**src/rtl/mul4_pkg.sv**
```systemverilog
// Shared types and constants for the 4x4 multiplier job controller.
package mul4_pkg;

  localparam int OPW = 4;
  localparam int PW  = 8;
  localparam int TOW = 8;  // watchdog counter width, covers TIMEOUT up to 255

  typedef enum logic [1:0] {
    IDLE    = 2'd0,
    START   = 2'd1,
    WAIT_LO = 2'd2,
    WAIT_HI = 2'd3
  } state_t;

  typedef struct packed {
    logic [OPW-1:0] a;
    logic [OPW-1:0] b;
  } op_pair_t;

endpackage

```
**src/rtl/mul4_op_fifo.sv**
```systemverilog
// Small operand-pair FIFO; head is readable combinationally so a pop can load operands directly.
module mul4_op_fifo
  import mul4_pkg::*;
#(
  parameter int DEPTH = 4
) (
  input  logic     clk,
  input  logic     reset,
  input  logic     push,
  input  op_pair_t push_data,
  input  logic     pop,
  output op_pair_t pop_data,
  output logic     full,
  output logic     empty
);

  localparam int AW = $clog2(DEPTH);

  op_pair_t       mem [DEPTH];
  logic [AW:0]    wr_ptr_reg;
  logic [AW:0]    rd_ptr_reg;
  logic           do_push;
  logic           do_pop;

  // Extra pointer MSB distinguishes full from empty when the indices match.
  assign empty   = (wr_ptr_reg == rd_ptr_reg);
  assign full    = (wr_ptr_reg[AW] != rd_ptr_reg[AW]) &&
                   (wr_ptr_reg[AW-1:0] == rd_ptr_reg[AW-1:0]);
  assign do_pop  = pop & ~empty;
  assign do_push = push & (~full | do_pop);

  assign pop_data = mem[rd_ptr_reg[AW-1:0]];

  generate
    for (genvar gi = 0; gi < DEPTH; gi++) begin : g_entry
      always_ff @(posedge clk) begin
        if (do_push && (wr_ptr_reg[AW-1:0] == AW'(gi))) begin
          mem[gi] <= push_data;
        end
      end
    end
  endgenerate

  always_ff @(posedge clk or negedge reset) begin
    if (!reset) begin
      wr_ptr_reg <= '0;
      rd_ptr_reg <= '0;
    end else begin
      if (do_push) wr_ptr_reg <= wr_ptr_reg + 1'b1;
      if (do_pop)  rd_ptr_reg <= rd_ptr_reg + 1'b1;
    end
  end

endmodule

```
**src/rtl/mul4_job_ctrl.sv**
```systemverilog
// Job controller: queues operand pairs, sequences the shift-add multiplier, and
// presents products (or watchdog aborts) on a valid/ready result port.
module mul4_job_ctrl
  import mul4_pkg::*;
#(
  parameter int FIFO_DEPTH = 4,
  parameter int TIMEOUT    = 15
) (
  input  logic           clk,
  input  logic           reset,
  input  logic           in_valid,
  output logic           in_ready,
  input  logic [OPW-1:0] in_a,
  input  logic [OPW-1:0] in_b,
  output logic           mul_start,
  output logic [OPW-1:0] mul_a,
  output logic [OPW-1:0] mul_b,
  input  logic [PW-1:0]  mul_p,
  input  logic           mul_ready,
  output logic           out_valid,
  input  logic           out_ready,
  output logic [PW-1:0]  out_p,
  output logic           out_err,
  output logic           busy
);

  localparam logic [TOW-1:0] TIMEOUT_CNT = TOW'(TIMEOUT);

  state_t         state_reg, state_next;
  logic [TOW-1:0] cnt_reg, cnt_next;
  logic [OPW-1:0] mul_a_reg, mul_a_next;
  logic [OPW-1:0] mul_b_reg, mul_b_next;
  logic           out_valid_reg, out_valid_next;
  logic [PW-1:0]  out_p_reg, out_p_next;
  logic           out_err_reg, out_err_next;

  logic           fifo_push;
  logic           fifo_pop;
  logic           fifo_full;
  logic           fifo_empty;
  op_pair_t       fifo_in;
  op_pair_t       fifo_head;
  logic           slot_free;
  logic           capture;
  logic           abort;

  assign fifo_in   = '{a: in_a, b: in_b};
  assign fifo_push = in_valid & ~fifo_full;

  mul4_op_fifo #(
    .DEPTH(FIFO_DEPTH)
  ) u_fifo (
    .clk      (clk),
    .reset    (reset),
    .push     (fifo_push),
    .push_data(fifo_in),
    .pop      (fifo_pop),
    .pop_data (fifo_head),
    .full     (fifo_full),
    .empty    (fifo_empty)
  );

  // The result slot may be reused in the same cycle the consumer accepts it.
  assign slot_free = ~out_valid_reg | out_ready;

  always_comb begin
    state_next = state_reg;
    cnt_next   = cnt_reg;
    fifo_pop   = 1'b0;
    capture    = 1'b0;
    abort      = 1'b0;
    case (state_reg)
      IDLE: begin
        if (!fifo_empty && mul_ready && slot_free) begin
          fifo_pop   = 1'b1;
          state_next = START;
        end
      end
      START: begin
        cnt_next   = '0;
        state_next = WAIT_LO;
      end
      WAIT_LO: begin
        if (!mul_ready) begin
          cnt_next   = '0;
          state_next = WAIT_HI;
        end else if (cnt_reg == TIMEOUT_CNT) begin
          abort      = 1'b1;
          state_next = IDLE;
        end else if (cnt_reg != '1) begin
          cnt_next = cnt_reg + 1'b1;
        end
      end
      WAIT_HI: begin
        if (mul_ready) begin
          capture    = 1'b1;
          state_next = IDLE;
        end else if (cnt_reg == TIMEOUT_CNT) begin
          abort      = 1'b1;
          state_next = IDLE;
        end else if (cnt_reg != '1) begin
          cnt_next = cnt_reg + 1'b1;
        end
      end
      default: state_next = IDLE;
    endcase
  end

  // Operands stay frozen from START until the next pop; the multiplier samples them late.
  always_comb begin
    mul_a_next = mul_a_reg;
    mul_b_next = mul_b_reg;
    if (fifo_pop) begin
      mul_a_next = fifo_head.a;
      mul_b_next = fifo_head.b;
    end
  end

  always_comb begin
    out_valid_next = out_valid_reg & ~out_ready;
    out_p_next     = out_p_reg;
    out_err_next   = out_err_reg;
    if (capture) begin
      out_valid_next = 1'b1;
      out_p_next     = mul_p;
      out_err_next   = 1'b0;
    end else if (abort) begin
      out_valid_next = 1'b1;
      out_p_next     = '0;
      out_err_next   = 1'b1;
    end
  end

  always_ff @(posedge clk or negedge reset) begin
    if (!reset) begin
      state_reg     <= IDLE;
      cnt_reg       <= '0;
      mul_a_reg     <= '0;
      mul_b_reg     <= '0;
      out_valid_reg <= 1'b0;
      out_p_reg     <= '0;
      out_err_reg   <= 1'b0;
    end else begin
      state_reg     <= state_next;
      cnt_reg       <= cnt_next;
      mul_a_reg     <= mul_a_next;
      mul_b_reg     <= mul_b_next;
      out_valid_reg <= out_valid_next;
      out_p_reg     <= out_p_next;
      out_err_reg   <= out_err_next;
    end
  end

  assign in_ready  = ~fifo_full;
  assign mul_start = (state_reg == START);
  assign mul_a     = mul_a_reg;
  assign mul_b     = mul_b_reg;
  assign out_valid = out_valid_reg;
  assign out_p     = out_p_reg;
  assign out_err   = out_err_reg;
  assign busy      = (state_reg != IDLE) | ~fifo_empty | out_valid_reg;

endmodule
```
**config.mk**
```make
export PLATFORM = sky130hd
export DESIGN_NAME = mul4_job_ctrl
export DESIGN_NICKNAME = d
export VERILOG_FILES = /design/src/rtl/mul4_pkg.sv /design/src/rtl/mul4_op_fifo.sv /design/src/rtl/mul4_job_ctrl.sv
export SDC_FILE = /design/constraint.sdc
export NUM_CORES = 1
export LEC_CHECK = 0
export ABC_AREA = 0
export CORE_ASPECT_RATIO = 1.25
export CORE_UTILIZATION = 56
export CTS_BUF_LIST = sky130_fd_sc_hd__clkbuf_8
export DETAILED_ROUTE_END_ITERATION = 12
export PLACE_DENSITY = 0.82
export SYNTH_ARGS = -nofsm -noshare
export SYNTH_HDL_FRONTEND = slang
export SYNTH_HIERARCHICAL = 1
export SYNTH_SLANG_ARGS = --single-unit
```
**constraint.sdc**
```tcl
create_clock -name clk -period 3.89 [get_ports clk]
set_input_delay 0.389 -clock clk [delete_from_list [all_inputs] [get_ports clk]]
set_output_delay 0.389 -clock clk [all_outputs]
set_load 0.02 [all_outputs]
```
-- Yosys cells after proc, flatten, opt, wreduce, memory -nomap -nowiden
Memory sizes are Yosys's and may differ from the RTL's. A register that Yosys moved wholly into a read port is not among the register bits.
Index checks and enable logic that the tools add are counted.
W data, S select, Z words.
- register bits: 26
- output and inout port bits: 21
- memories: 1
- bits in writable memories: 32
- bits of input ports: 21
- reduce and logical (&&, ||, !) cells: 18
- bitwise operators: 12
- add/subtract/negate cells: 3
- muxes and demuxes: 41
- equality and inequality tests: 13
- memories (memory ; depth ; width ; rd ports ; clocked after memory_dff ; wr ports ; RTL line ; text):
    u_fifo.mem ; 4 ; 8 ; 1 ; 1 ; 1 ; mul4_op_fifo.sv:19 ; op_pair_t mem [DEPTH];
- operator list (operator ; number):
    $mux W8 ; 9
    $pmux W8 S3 ; 1
    $reduce_or A8 Y1 ; 3
    $mux W1 ; 22
    $mux W2 ; 7
    $add A8 B1 Y8 const B ; 1
    $eq A2 B2 Y1 const B ; 4
    $eq A8 B4 Y1 const B ; 1
    $ne A8 B8 Y1 const B ; 1
    $pmux W2 S4 ; 1
    $logic_and A1 B1 Y1 ; 7
    $add A3 B1 Y3 const B ; 2
    $and A1 B1 Y1 ; 4
    $eq A2 B1 Y1 const B ; 2
    $logic_not A2 Y1 ; 2
    $ne A2 B2 Y1 const B ; 2
    $not A1 Y1 ; 4
    $or A1 B1 Y1 ; 4
    $reduce_bool A2 Y1 ; 2
    $eq A3 B3 Y1 ; 1
    $reduce_bool A3 Y1 ; 1
    $eq A2 B2 Y1 ; 1
    $logic_not A1 Y1 ; 2
    $pmux W1 S2 ; 1
    2 further kinds ; 2

-- Longest topological paths before layout
- depth in word-level cells: 16
- depth in mapped cells: 10
- gate-level depth less buffers: 7

-- Cells and area by module
Netlist, hierarchy kept.
- modules (own cells, without submodules) (module ; area an instance (um2) ; cells each ; times used):
    mul4_op_fifo ; 1615.3 ; 88 ; 1
    mul4_job_ctrl ; 1330.0 ; 117 ; 1

-- Worst setup path before layout
No wires, ideal clock.
- path kind: reg-to-reg
- start point: register u_fifo.rd_ptr_reg[1]
- end point: memory u_fifo/mem[0][0] in the netlist's numbering (enable)
- stages on the path, launching flop included: 10
- required time: 3.612 ns
- slack: 1.022 ns
- arrival: 2.590 ns
- clock period less this slack: 2.868 ns
- cells stage by stage: dfrtp_1 -> buf_4 -> xor2_1 -> buf_2 -> nor3_1 -> nand4b_1 -> inv_1 -> clkdlybuf4s25_2 -> or4_1 -> and3_1
- longest elaborated chain between the ends: 16
- elaborated cells between the ends (all ways): 35
- those cells by class: eq/ne: 2; mux: 16; bitwise: 6; reduce/logical: 11
- ends and longest elaborated chain (item ; RTL line ; text):
    start, declared ; mul4_op_fifo.sv:21 ; logic [AW:0] rd_ptr_reg;
    start signal, assigned ; mul4_op_fifo.sv:50 ; if (do_pop) rd_ptr_reg <= rd_ptr_reg + 1'b1;
    $eq A3 B3 Y1 * ; mul4_op_fifo.sv:26 ; assign empty = (wr_ptr_reg == rd_ptr_reg);
    named net fifo_empty ; mul4_job_ctrl.sv:40 ; logic fifo_empty;
    $logic_not A1 Y1 * ; mul4_job_ctrl.sv:74 ; if (!fifo_empty && mul_ready && slot_free) begin
    $logic_and A1 B1 Y1 * (2 in series) ; mul4_job_ctrl.sv:74 ;
    $mux W1 * ; mul4_job_ctrl.sv:74 ;
    $mux W1 * ; mul4_job_ctrl.sv:72 ; case (state_reg)
    named net fifo_pop ; mul4_job_ctrl.sv:38 ; logic fifo_pop;
    $and A1 B1 Y1 * ; mul4_op_fifo.sv:29 ; assign do_pop = pop & ~empty;
    $or A1 B1 Y1 * ; mul4_op_fifo.sv:30 ; assign do_push = push & (~full | do_pop);
    $and A1 B1 Y1 * ; mul4_op_fifo.sv:30 ;
    $logic_and A1 B1 Y1 ; mul4_op_fifo.sv:37 ; if (do_push && (wr_ptr_reg[AW-1:0] == AW'(gi))) begin
    $mux W1 ; mul4_op_fifo.sv:37 ;
    $mux W1 (not written as such) ; mul4_op_fifo.sv:38 ; mem[gi] <= push_data;
    $reduce_or A8 Y1 (no source line) ; n/a ;
    $mux W2 (no source line) / $mux W1 (equally long branches) (3 in series) ; n/a ;
    end, declared ; mul4_op_fifo.sv:19 ;
Mark *: on every way through the listed nets, which the timed path passes. The rest lies on a longest branch.

-- Worst setup path after layout
- start point: register u_fifo.rd_ptr_reg[1]
- end point: memory u_fifo/mem[1][3] in the netlist's numbering (enable)
Same word-level chain as after synthesis.

==> metrics.txt <==
outcome finished clean; Clock transition at path regs 70 ps; clock buffer count from CTS 9; Final period util 78.9%; number of global-route vias before repair 1887; Num Clock Sinks 66; Post-CTS Setup Inserts 0; Slowest-stage cell, CP or4_1; CP Class reg -> reg; Root Buffer clkbuf_8; Initial Util 58.0%; ANT nets after route 0; Worst path max stage delay 620 ps; Yosys top cell area share 32.6%; Rel. slew slack 60.3%; TNS Setup 0 ps; Synth Warn # 6; Synth async-reset ratio 51.5%; CTS H-tree lvls 3; maximum clock path buffer count 2; crit path buf inv count 2; Main synth FF type dfrtp_1; number of flops mapped to enable cells by yosys 32; Worst-Skew Late Latency 330 ps; die span in x 66.9 µm; Synth area leaders edfxtp_1 (33%), dfrtp_1 (29%), mux4_2 (6.1%), mux2_2 (3.8%), a22o_1 (2.7%); Seq cells post-synth 66; Post-synth top cells dfrtp_1 (34), edfxtp_1 (32), a21oi_1 (12), nand2_1 (12), mux2_2 (10); drt total wl 5300 µm; Final Skew 8.30 ps; Ports 42; Synthesized Nets 232; final setup vio count 0; post_cts resized 0; RSZ-0062 raised after global routing no; fin area 3580 µm²; final critical-path required period 3070 ps; DR DRC count 0; detailed-router iteration count before antenna repair 5; Final HPWL DP 3810 µm; CP Launch Type flip-flop; vias per inst 5.88; FMAX 326 MHz; DIE AREA 5560 µm²; share of layout cells above drive strength 1 17.0%; port bufs 41; Post-Syn Area 2950 µm²; GP Congestion 0.872; sequential-to-total area share from yosys stat 61.5%; Syn Area/Cell 14.4 µm²; Hold Path Class in -> async; Slew Viols, Final 0; initial antenna violation count 0; DRT iter0 DRCs 116; MaxCap Viol Count 0; worst ir drop on vdd 0.457 mV; pwr dens 769 nW/µm²; vias post-DR 1886; largest net degree at the start of global routing 35; core area 5080 µm²; area grow syn2layout 21.5%; total leakage power 1.42 nW; # nets final 281; count leader, synth dfrtp_1; Yosys top cell by area edfxtp_1; final hold violation count 0; Hold Buf Count CTS 0; Cells after Synth 205; DP Area 3410 µm²; Worst Path Arrival 3110 ps; Die Span Y 83.1 µm; Antenna Cells 0; CP Capture Type flip-flop; gr ovfl total 0; Global Route Usage Sum 22.1%; max reg flops 32; Worst path top cell family by delay simple AND/OR/NAND/NOR gates; CTS tree yes; row cnt 29; Worst-Margin Slew 593 ps; first-pass GRT wire length 8950 µm; critical path peak fanout 12; total power draw 2.75 mW; DR WL/cell 16.5 µm; critical path cell sequence xor2_1 -> buf_4 -> nor3_1 -> nand4b_1 -> inv_1 -> or4_1 -> and3_1; Worst Path Required 3930 ps; Synth cell types 51
[through the flow]
stage	util, %	setup slack, ps	instances	hold WS [ps]
3_5_place_dp	67.1	817	305	487
5_1_grt	70.5	523	321	492
6_report	70.5	820	321	457
2_1_floorplan	-	1020	205	93.4
4_1_cts	70.5	805	321	459
3_3_place_gp	67.1	938	305	476
[cell families after synthesis]
group	synth area share [%]
AND/OR/NAND/NOR	9.30
multiplexers	11.0
flip-flops	61.5
AO/OA/AOI/OAI	11.8
adder cells (fa/ha/maj)	2.55
XOR/XNOR	1.49
buffers and inverters	2.34
[report_power, final]
part	leakage, nW	switching (mW)	total (mW)	internal [mW]
clock network	0.0826	0.257	0.485	0.228
logic	0.622	0.579	1.13	0.546
registers	0.715	0.168	1.14	0.976
[cell type report]
class / instances / area, µm²
fillers: 351 / 1500
multi-input cells: 127 / 1060
inverters: 6 / 22.5
well taps: 62 / 77.6
clock inverters: 7 / 46.3
repair buffers: 44 / 433
flip-flops and latches: 66 / 1810
clock buffers: 9 / 124
[worst reg2reg max path, delay by kind of cell (launching register included)]
family / cells / cell delay (ps)
xor gates and xnor gates: 1 / 210
DFF: 1 / 540
and+or+nand+nor: 4 / 1590
buffers and inverters: 2 / 450
[layout by cell type, fill, tap and decap left out, types with 3 or more instances in the layout]
| master | n |
|---|---|
| a21oi_1 | 12 |
| a22o_1 | 9 |
| and3_1 | 5 |
| buf_4 | 3 |
| clkbuf_8 | 9 |
| clkdlybuf4s50_1 | 41 |
| dfrtp_1 | 34 |
| edfxtp_1 | 32 |
| ha_1 | 6 |
| inv_1 | 6 |
| mux2_2 | 10 |
| mux4_2 | 8 |
| nand2_1 | 12 |
| nand2b_1 | 4 |
| nor2_1 | 9 |
| nor3_1 | 4 |
| o21ai_0 | 3 |
| o31ai_1 | 3 |
| xor2_1 | 3 |
[metal layers]
| metal | up-vias | routed length, µm | GRT usage (%) |
|---|---|---|---|
| met3 | 14 | 228 | 5.08 |
| li1 | 891 | - | - |
| met4 | 0 | 121 | 12.2 |
| met1 | 932 | 2390 | 30.2 |
| met5 | - | 0 | 0 |
| met2 | 49 | 2550 | 32.4 |
[final timing paths]
path	startpoint	end	slack, ps	cells past startpoint
worst max-delay path	u_fifo/rd_ptr_reg[1]$_DFFE_PN0P_	u_fifo/mem[1][3]$_DFFE_PP_	820	7
worst min-delay path	reset	cnt_reg[0]$_DFFE_PN0P_	460	2
worst max register to register	u_fifo/rd_ptr_reg[1]$_DFFE_PN0P_	u_fifo/mem[1][3]$_DFFE_PP_	820	7
worst min register to register	out_err$_DFFE_PN0P_	out_err$_DFFE_PN0P_	500	2
max in group asynchronous	reset	u_fifo/wr_ptr_reg[0]$_DFFE_PN0P_	3110	2
min in group clk	out_err$_DFFE_PN0P_	out_err$_DFFE_PN0P_	500	2
Power figures use the tool's default switching activity.
==> edit 1: new RTL, config.mk and constraints unchanged <==
`OPW`: 4 -> 5.
--- a/src/rtl/mul4_pkg.sv
+++ b/src/rtl/mul4_pkg.sv
@@ -3,3 +3,3 @@
 
-  localparam int OPW = 4;
+  localparam int OPW = 5;
   localparam int PW  = 8;
Ports: changed (resized in_a, in_b, mul_a and mul_b); port bits go from 42 to 46. No check against the original RTL was run, so the function may have changed too.
==> edit 1 against the original RTL <==
Count of clock-buffer cells in the layout did not move; worst setup slack improved by 0.23 ns; sequential share of layout area rose by 0.56 points; sequential cell count rose by 10; synthesized area rose by 16%; total power rose by 16%; design area rose by 15%; routed wire length rose by 20%; synthesized cell count rose by 15%; highest routed layer unchanged.
==> edit 1: results (changes against the original RTL) <==
Synth
  • Post-synthesis cell type count: 53 (was 51)
  • Largest cells by area after synthesis: edfxtp_1 (35%), dfrtp_1 (26%), mux4_2 (6.6%) (was edfxtp_1 (33%), dfrtp_1 (29%), mux4_2 (6.1%))
  • Top FF cell, synth: edfxtp_1 (was dfrtp_1)
  • Synthesized Nets: 264 (was 232)
  • Number of synthesized flops with an enable pin: 40 (was 32)
  • Post-synthesis sequential area ratio: 61.56% (was 61.51%)
  • Async S/R FF share, synth: 47.37% (was 51.52%)
  • Synth top cells by count: edfxtp_1 (40), dfrtp_1 (36), mux2_2 (12), nand2_1 (11), mux4_2 (10) (was dfrtp_1 (34), edfxtp_1 (32), a21oi_1 (12), nand2_1 (12), mux2_2 (10))

Drt
  • Routed via count: 2147 (was 1886)
  • Drt initial violations: 129 (was 116)
  • Drt pass-1 iters: 6 (was 5)
  • Wire length on met3: 317 um (was 228 um)
  • WL met1: 2.779 mm (was 2.392 mm)
  • Metal2 WL: 3.164 mm (was 2.554 mm)
  • DR WL/cell: 17.26 um (was 16.50 um)

Critical path
  • Slowest CP cell: or4_4 (was or4_1)
  • Max incr delay on CP: 0.58 ns (was 0.62 ns)
  • Crit Path Max Fanout: 13 (was 12)
  • Crit path DAT: 2.88 ns (was 3.11 ns)
  • Cell family with most CP delay: simple AND/OR/NAND/NOR gates (unchanged)

Place
  • Dpl cell area: 3891 um^2 (was 3410 um^2)
  • Post-DP HPWL: 4.285 mm (was 3.811 mm)
  • RD Place Congestion: 0.8507 (was 0.8716)
  • PortBufs: 45 (was 41)
  • Pre-CTS WS: 1.041 ns (was 0.8173 ns)

Outcome
  • Status: finished, final reports clean (unchanged)

Power
  • Net Switching: 1110 uW (was 1004 uW)
  • Worst VDD drop: 0.4513 mV (was 0.4571 mV)
  • Lkg Pwr: 0.001575 uW (was 0.001420 uW)

Global routing
  • Global-route wire length before repair: 9.860 mm (was 8.949 mm)
  • Total track usage: 21.43% (was 22.12%)
  • Largest net degree at the start of global routing: 37 (was 35)

CTS
  • Clock latency at the later pin of the worst-skew pair: 0.35 ns (was 0.33 ns)

Cells and area
  • NumNets Final: 310 (was 281)
  • Filler instances: 397 (was 351)
  • Number of flip-flops in the largest register: 40 (was 32)
  • Multi-input gate area: 1189 um^2 (was 1065 um^2)
  • Share of cells above drive strength 1: 17.48% (was 16.99%)

Timing
  • Slew at the pin closest to its max-slew limit: 0.8012 ns (was 0.5934 ns)
  • Skew final: 0.009244 ns (was 0.008299 ns)
[edit 1: changes by cell type in the layout (fill, tap and decap cells not counted), moves of 4 or more]
cell / before / now
edfxtp_1: 32 / 40
a21oi_1: 12 / 5
o2111ai_1: 0 / 4
nand4_1: 1 / 6
[edit 1: cell families (layout without fill, tap and decap cells)]
| group | Yosys count | in the layout | synth area share (%) |
|---|---|---|---|
| flops | 76 | 76 | 61.56 |
| simple gates | 58 | 58 | 9.638 |
| compound gates | 45 | 45 | 10.37 |
| mux | 23 | 23 | 10.85 |
| buf+inv | 21 | 72 | 3.627 |
| fa+ha+maj | 6 | 6 | 2.199 |
| xor+xnor | 6 | 6 | 1.759 |
[edit 1: worst register-to-register path, delay by kind of cell, from the launching register on]
family        cells  cell delay [ns]
xor+xnor          1             0.26
buf+inv           2             0.39
flops             1             0.57
simple gates      4             1.31
[edit 1: cell type report]
type / count / share of cell area [%]
sequential: 76 / 51.17
tap: 82 / 2.498
timing repair buffer: 48 / 11.39
clock inverter: 7 / 2.254
inverter: 8 / 0.7310
multi-input combinational: 138 / 28.94
clock buffer: 9 / 3.016
[edit 1: path summary, 6_finish.rpt]
path | from | end | slack (ns) | depth (start not counted)
setup / recovery | u_fifo/rd_ptr_reg[1]$_DFFE_PN0P_ | u_fifo/mem[1][4]$_DFFE_PP_ | 1.05 | 7
hold / removal | reset | cnt_reg[4]$_DFFE_PN0P_ | 0.12 | 1
setup reg to reg | u_fifo/rd_ptr_reg[1]$_DFFE_PN0P_ | u_fifo/mem[1][4]$_DFFE_PP_ | 1.05 | 7
hold reg to reg | out_p[7]$_DFFE_PN0P_ | out_p[7]$_DFFE_PN0P_ | 0.51 | 1
max in group asynchronous | reset | u_fifo/wr_ptr_reg[0]$_DFFE_PN0P_ | 3.25 | 1
min in group clk | out_p[7]$_DFFE_PN0P_ | out_p[7]$_DFFE_PN0P_ | 0.51 | 1
[edit 1: per-layer routing]
layer,vias to the layer above,global-route usage (%)
li1,1000,-
met1,1052,26.94
met2,84,34.48
met3,11,6.313
met4,0,10.34
met5,-,0
[edit 1: per-stage QoR]
stage	total power, uW	instances
after global placement	2512	352
after detailed placement	2548	352
final	3181	368
after global routing	3362	368
after floorplan	2123	235
after CTS	3211	368
[edit 1: power groups by stage]
| stage | logic (uW) | clock network (uW) | registers, uW |
|---|---|---|---|
| 2_1_floorplan | 766 | 0 | 1360 |
| 6_report | 1240 | 648 | 1300 |
| 4_1_cts | 1240 | 671 | 1300 |
| 3_5_place_dp | 1240 | 0 | 1310 |
| 3_3_place_gp | 1210 | 0 | 1300 |
| 5_1_grt | 1340 | 702 | 1320 |
==> edit 2: new RTL, same flow settings <==
Without the edit above. Re-encode `state_t` (4 states) as one-hot, 4 bits wide.
--- a/src/rtl/mul4_pkg.sv
+++ b/src/rtl/mul4_pkg.sv
@@ -7,7 +7,7 @@
 
-  typedef enum logic [1:0] {
-    IDLE    = 2'd0,
-    START   = 2'd1,
-    WAIT_LO = 2'd2,
-    WAIT_HI = 2'd3
+  typedef enum logic [3:0] {
+    IDLE    = 4'b0001,
+    START   = 4'b0010,
+    WAIT_LO = 4'b0100,
+    WAIT_HI = 4'b1000
   } state_t;
Function: no difference found for any inputs over 10 cycles, from zero or initial values and one cycle with reset low; not proved beyond that.
==> edit 2 against the original RTL <==
Synthesized area is 4.7% higher; critical path type unchanged; routed wire length is 9.2% higher; core utilization up 2.3 points; design area up 5.5%; sequential cell count up 2; total power up 0.36%; worst setup slack improved by 0.088 ns; largest power group unchanged; fmax increased by 2.9%; largest cell class unchanged.
==> edit 2: results (changes against the original RTL) <==
Synth
  • Synthesized Nets: 247 (was 232)
  • Synth top cells by count: dfrtp_1 (35), edfxtp_1 (32), a21oi_1 (10), nor2_1 (10), nand2_1 (9) (was dfrtp_1 (34), edfxtp_1 (32), a21oi_1 (12), nand2_1 (12), mux2_2 (10))
  • Post-synthesis sequential area ratio: 60.41% (was 61.51%)
  • Post-synthesis cell type count: 57 (was 51)
  • Async S/R FF share, synth: 52.94% (was 51.52%)
  • Largest cells by area after synthesis: edfxtp_1 (31%), dfrtp_1 (28%), mux4_2 (5.8%) (was edfxtp_1 (33%), dfrtp_1 (29%), mux4_2 (6.1%))

Global routing
  • GR Util met2: 37.25% (was 32.42%)
  • Global-route wire length before repair: 9.397 mm (was 8.949 mm)
  • GR Util met1: 27.16% (was 30.23%)
  • Largest net degree at the start of global routing: 37 (was 35)
  • Total track usage: 22.82% (was 22.12%)
  • Met3 Resource Use GR: 6.989% (was 5.082%)

Critical path
  • Crit Path Max Fanout: 19 (was 12)
  • Crit path DAT: 2.97 ns (was 3.11 ns)

Cells and area
  • Share of cells above drive strength 1: 15.87% (was 16.99%)
  • NumNets Final: 293 (was 281)

Drt
  • Routed via count: 2011 (was 1886)
  • DR WL/cell: 17.37 um (was 16.50 um)
  • Drt initial violations: 132 (was 116)

Timing
  • Slew at the pin closest to its max-slew limit: 0.7738 ns (was 0.5934 ns)
  • Skew final: 0.007408 ns (was 0.008299 ns)

Place
  • Dpl cell area: 3528 um^2 (was 3410 um^2)
  • Post-DP HPWL: 4.075 mm (was 3.811 mm)
  • RD Place Congestion: 0.7755 (was 0.8716)
  • PortBufs: 41 (unchanged)

Power
  • Worst VDD drop: 0.4961 mV (was 0.4571 mV)
  • Lkg Pwr: 0.001474 uW (was 0.001420 uW)
  • Internal power: 1853 uW (was 1750 uW)

CTS
  • Root Driver: clkbuf_8 (unchanged)
  • Post-CTS setup buffers: 0 (unchanged)

Outcome
  • Status: finished, final reports clean (unchanged)
[edit 2: cell count changes after synthesis, sizes merged, moves of 2 or more]
cell / before / now
o21a: 1 / 3
or3: 0 / 2
nand3: 2 / 5
a211oi: 2 / 0
o21bai: 0 / 2
nand2: 13 / 9
a31oi: 0 / 4
and4b: 0 / 2
a211o: 0 / 2
o21ai: 3 / 6
mux2i: 2 / 0
a311o: 0 / 2
[edit 2: final timing paths]
path | cells after the start | startpoint | endpoint | slack (ns)
setup / recovery | 6 | u_fifo/rd_ptr_reg[0]$_DFFE_PN0P_ | u_fifo/mem[1][6]$_DFFE_PP_ | 0.91
hold / removal | 1 | reset | cnt_reg[4]$_DFFE_PN0P_ | 0.11
setup reg to reg | 6 | u_fifo/rd_ptr_reg[0]$_DFFE_PN0P_ | u_fifo/mem[1][6]$_DFFE_PP_ | 0.91
hold reg to reg | 1 | out_p[3]$_DFFE_PN0P_ | out_p[3]$_DFFE_PN0P_ | 0.50
max in group asynchronous | 1 | reset | mul_a[0]$_DFFE_PN0P_ | 3.27
min in group clk | 1 | out_p[3]$_DFFE_PN0P_ | out_p[3]$_DFFE_PN0P_ | 0.50
[edit 2: power groups by stage]
stage	registers, uW	logic [uW]	clock network [uW]
finish	1100	957	707
global route	1130	1050	751
CTS	1100	970	719
detailed placement	1120	962	0
global placement	1110	939	0
floorplan	1130	630	0
[edit 2: per-layer routing]
layer | up-vias | share of wire (%)
met3 | 11 | 4.8
li1 | 961 | -
met2 | 53 | 52
met4 | 0 | 2.0
met5 | - | 0
met1 | 986 | 41
[edit 2: cell type report]
type                       instances  share of cell area [%]
inverter                           6                  0.5964
clock buffer                       9                   3.280
clock inverter                     7                   3.280
timing repair buffer              43                   11.13
sequential                        68                   49.34
multi-input combinational        138                   30.32
tap                               62                   2.054
[edit 2: kinds of logic after synthesis]
group | Yosys count | synth area share (%)
AOI/OAI and AO/OA | 52 | 12.70
xor gates and xnor gates | 5 | 1.420
adders and majority gates | 6 | 2.434
buffers and inverters | 14 | 2.475
DFF | 68 | 60.41
muxes | 18 | 9.493
and+or+nand+nor | 57 | 11.08
[edit 2: critical path, stage by stage (launching register included)]
cell     delay, ns
dfrtp_1       0.37
buf_4         0.20
xor2_1        0.49
nor3_1        0.14
and4b_1       0.72
or4_1         0.26
and3_1        0.44
[edit 2: through the flow]
stage / cells / total power (uW) / hold WS, ns / setup WS, ns / utilization, %
after detailed placement: 317 / 2078 / 0.4837 / 0.8761 / 68.00
after global placement: 317 / 2049 / 0.4760 / 1.020 / 68.00
after CTS: 333 / 2791 / 0.1369 / 0.8596 / 72.78
after floorplan: 220 / 1763 / 0.09341 / 1.022 / -
final: 333 / 2764 / 0.1096 / 0.9080 / 72.78
after global routing: 333 / 2930 / 0.1603 / 0.5978 / 72.78
